<file path="src/rtl/read_buffer.sv">
// Line-to-element read buffer: latches one FULL_WIDTH read line and emits its lanes
// from base up to min(bounds, N) one element per cycle, MSB lane first.
module read_buffer #(
    parameter int FULL_WIDTH = 512,
    parameter int WIDTH      = 64
) (
    input  logic                  clock,
    input  logic                  reset_n,
    input  logic                  rready,
    input  logic [FULL_WIDTH-1:0] rdata,
    input  logic                  odata_req,
    input  logic [7:0]            base,
    input  logic [7:0]            bounds,
    output logic                  oready,
    output logic [WIDTH-1:0]      odata
);

    localparam int N  = FULL_WIDTH / WIDTH;
    localparam int IW = $clog2(N) + 1;

    // Saturate an 8-bit lane index to N so idx/end_l never exceed the lane count.
    function automatic logic [IW-1:0] clamp_n(input logic [7:0] v);
        if (v > 8'(N)) return IW'(N);
        return v[IW-1:0];
    endfunction

    logic [FULL_WIDTH-1:0] line;
    logic [IW-1:0]         idx;
    logic [IW-1:0]         end_l;
    logic [WIDTH-1:0]      lane_sel;
    logic                  emit;

    always_comb begin
        lane_sel = '0;
        for (int i = 0; i < N; i++) begin
            if (idx == IW'(i)) lane_sel = line[FULL_WIDTH-1-i*WIDTH -: WIDTH];
        end
    end

    assign emit = !rready && odata_req && (idx < end_l);

    always_ff @(posedge clock or negedge reset_n) begin
        if (!reset_n) begin
            line   <= '0;
            idx    <= '0;
            end_l  <= '0;
            oready <= 1'b0;
            odata  <= '0;
        end else if (rready) begin
            // base is clamped too, so an out-of-range base still yields an empty line
            line   <= rdata;
            idx    <= clamp_n(base);
            end_l  <= clamp_n(bounds);
            oready <= 1'b0;
        end else if (emit) begin
            odata  <= lane_sel;
            oready <= 1'b1;
            idx    <= idx + 1'b1;
        end else begin
            oready <= 1'b0;
        end
    end

endmodule

</file>
<file path="config.mk">
export PLATFORM = sky130hd
export DESIGN_NAME = read_buffer
export DESIGN_NICKNAME = d
export VERILOG_FILES = /design/src/rtl/read_buffer.sv
export SDC_FILE = /design/constraint.sdc
export NUM_CORES = 1
export LEC_CHECK = 0
export ABC_CLOCK_PERIOD_IN_PS = 2300
export BUFFER_PORTS_ARGS = -buffer_cell sky130_fd_sc_hd__buf_2
export CAP_MARGIN = 40
export CORE_MARGIN = 3
export CORE_UTILIZATION = 50
export DETAILED_ROUTE_END_ITERATION = 16
export PLACE_DENSITY = 0.74
export SLEW_MARGIN = 10
export SYNTH_ARGS = -nofsm -noshare
export SYNTH_HDL_FRONTEND = slang
export SYNTH_SLANG_ARGS = --single-unit
</file>
<file path="constraint.sdc">
create_clock -name clock -period 2.3 [get_ports clock]
set_clock_uncertainty 0.2 [all_clocks]
set_input_delay 0.23 -clock clock [delete_from_list [all_inputs] [get_ports clock]]
set_output_delay 0.23 -clock clock [all_outputs]
set_load 0.01 [all_outputs]
</file>
==> flow_summary.ini <==
[run_status]
status = finished with violations
violations = negative setup slack

[sta]
setup_violations = 2
tightest_slew_ps = 639.8
maxSlewViolCount = 0
maxSlewHeadroom = 0.5735
holdWs_ps = 88.28
period_share = 1.005
rsz0062_at_grt = yes
max_freq_ghz = 0.4327
worst_slack_ps = -11.19
hold_violations = 0
layout_min_cycle_time_ps = 2311
tns_ps = -11.58

[clocking]
cts.sinks = 585
cts_tree = built
root_buffer = clkbuf_16
clk_latency_ps = 620
htreeDepth = 2
clockBufferDepth = 3
clkTransAtPathRegs_ps = 70
cts_buffers = 60

[setup_path]
worstPathCellList = buf_8, buf_4, nor2_4, buf_4, o21ai_0, a31oi_2, o2bb2ai_2
r2r_slack_ps = -10
ff2ff_path_depth = 7
cp-start-kind = flop
cpMaxStageDelayCell = dfrtp_4
crit_fanout = 25
crit_path_end_kind = flop
r2r_end = odata[46]
path_common_cell = buf_4
arrival_ps = 2610
critical_path_class = reg2reg
cpPeakStageDelay_ps = 500
r2r_start = idx[2]
cp_data_required_time_ps = 2600

[yosys]
syn_area_per_cell_um2 = 12.35
synthAdderAreaFrac = 0.003151
synth_compound_area_frac = 0.1819
synthCells = 2251
synth.area.mux_share = 0.2075
synthSimpleGateAreaFrac = 0.04236
synth_top_family_by_area = multiplexers
synth.distinct_cells = 39
synth_warnings = 0
synth-seq-cells = 585
mappedNetlistArea_um2 = 27790
yosysSeqAreaShare = 0.5267
synth_xor_area_frac = 0
syn-num-nets = 2790

[grt]
grt_pass1_wl_mm = 170.9
grt_max_degree = 113
antenna_found_initial = 32
grt_usage = 0.3784
first_global_vias = 28377
grt-ovfl-total = 0

[layout]
layout-drive-gt1-share = 0.4223
finalNetCount = 3931
fin_util = 0.7423
area_delta_synth_final_pct = 45.44
final_area_um2 = 40420

[run]
maxCapViolations = 0

[die]
die_area_um2 = 58450
num_io_pins = 597
start_util = 0.5104
coreArea_um2 = 54450
fp.dieH_um = 241.8
rows = 85
die_w_um = 241.8

[power]
p_leak_uw = 0.01702
power_uw = 27370
ir_drop_mv = 0.6231
cellPowerDensity_nw_per_um2 = 677.2

[route]
wl_per_cell_um = 27.40
ant_nets = 0
drc_errors = 0
routed_wl_mm = 115.4
first_pass_iters = 6
via_per_inst = 6.239
vias = 26279
drtIter0Drc = 2963

[hold_path]
hold_path.class = in2async

[placement]
place_hpwl_mm = 62.89
routabilityCongestion = 0.9270
placed_area_um2 = 32270
port-buffer-count = 596
## how the worst max path moves through the flow
stage | startpoint | to | slack (ps) | cells after the start
finish | idx[2] | odata[46] | -10 | 7
global route | idx[1] | odata[55] | -130 | 8
CTS | idx[2] | odata[56] | 7 | 8
detailed placement | idx[1] | odata[50] | -30 | 9
global placement | idx[1] | odata[50] | 10 | 9
floorplan | idx[0] | odata[45] | 270 | 9
## state kept, by name, summed over array words and instances, names as in the netlist
register / cells
end_l: 4
idx: 4
line: 512
odata: 64
oready: 1
## logic make-up (layout without fill, tap and decap cells)
family / count (synthesis) / in the layout
adders and majority gates: 7 / 7
muxes: 512 / 512
DFF: 585 / 585
and+or+nand+nor: 214 / 214
buffers and inverters: 211 / 1398
other: 0 / 35
AOI/OAI and AO/OA: 722 / 722
## through the flow
stage                     worst slack (ps)  std cells
after floorplan                      268.6       2251
after global placement               9.889       3499
after detailed placement            -29.09       3499
after CTS                            6.523       4156
after global routing                -126.6       4198
final                               -11.19       4212
## repair_timing
action / CTS / global route
pin swaps: 4 / 23
setup endpoints to repair: 22 / 62
buffers inserted: 1 / 13
gates resized for setup: 9 / 26
hold endpoints to repair: 1105 / 0
gates cloned: 1 / 8
hold buffers: 547 / 0
## cell usage in the layout (no fill, tap or decap), types with 3 or more instances in the layout
cell           count
buf_4             75
clkinv_2          11
clkinvlp_4         3
buf_16             3
o2bb2ai_2         70
buf_8              4
o21ai_0          193
clkbuf_8          15
nor3_1             3
nand2_1           68
ha_4               4
o21ai_1            4
bufinv_16          8
dlygate4sd3_1    546
a21oi_1          195
mux2_2           512
clkbuf_16         68
buf_2            594
buf_12            50
dfrtp_1          582
a211oi_1          58
clkbuf_1          11
nor2b_1          127
o2bb2ai_1        121
a211oi_4           3
a31oi_1           64
a211oi_2           4
ha_1               3
inv_1              4
diode_2           35
## where the power goes
part	leakage (uW)	switching [uW]	internal [uW]
combinational	0.00901	2410	2530
clock	0.00103	4320	6210
sequential	0.00699	663	11200
total	0.0170	7390	20000
## critical path, delay by kind of cell (launching register included)
| family | cells | cell delay, ps |
|---|---|---|
| DFF | 1 | 500 |
| buffers and inverters | 3 | 670 |
| AOI/OAI and AO/OA | 3 | 650 |
| and+or+nand+nor | 1 | 140 |
## cell usage after synthesis (all sizes together)
| master | n | share of area |
|---|---|---|
| clkbuf | 86 | 0.013 |
| o2bb2ai | 192 | 0.076 |
| o21a | 1 | 0.00054 |
| and2 | 1 | 0.00023 |
| o21ai | 197 | 0.035 |
| inv | 8 | 0.0011 |
| nor3b | 1 | 0.00045 |
| or2 | 1 | 0.00023 |
| o22ai | 1 | 0.00023 |
| buf | 117 | 0.025 |
| and3 | 1 | 0.00027 |
| and2b | 2 | 0.00059 |
| nor2b | 129 | 0.029 |
| a21o | 1 | 0.00032 |
| a31oi | 66 | 0.015 |
| o22a | 3 | 0.0010 |
| dfrtp | 585 | 0.53 |
| mux2 | 512 | 0.21 |
| nor3 | 4 | 0.00090 |
| nor2 | 1 | 0.00013 |
| a22o | 1 | 0.00032 |
| nand2 | 71 | 0.0098 |
| a21oi | 195 | 0.035 |
| ha | 7 | 0.0032 |
| nand2b | 1 | 0.00023 |
| or4 | 2 | 0.00054 |
| a211oi | 65 | 0.018 |
## layer usage
| layer | part of all wire | up-vias | global-route usage |
|---|---|---|---|
| li1 | - | 10620 | - |
| met1 | 0.35 | 12851 | 0.4456 |
| met2 | 0.47 | 2062 | 0.6047 |
| met3 | 0.095 | 732 | 0.09616 |
| met4 | 0.085 | 14 | 0.2748 |
| met5 | 0.00083 | - | 0 |
## area by class of cell
class                   count  area [um2]
clock inverters            21       310.3
clock buffers              87        1774
flip-flops and latches    585       14650
repair buffers           1282       10380
fillers                  3292       14030
diodes                     35       87.58
well taps                 739       924.6
inverters                   8       36.28
multi-input cells        1455       12270
Note: power is estimated with default switching activity, not from simulation.
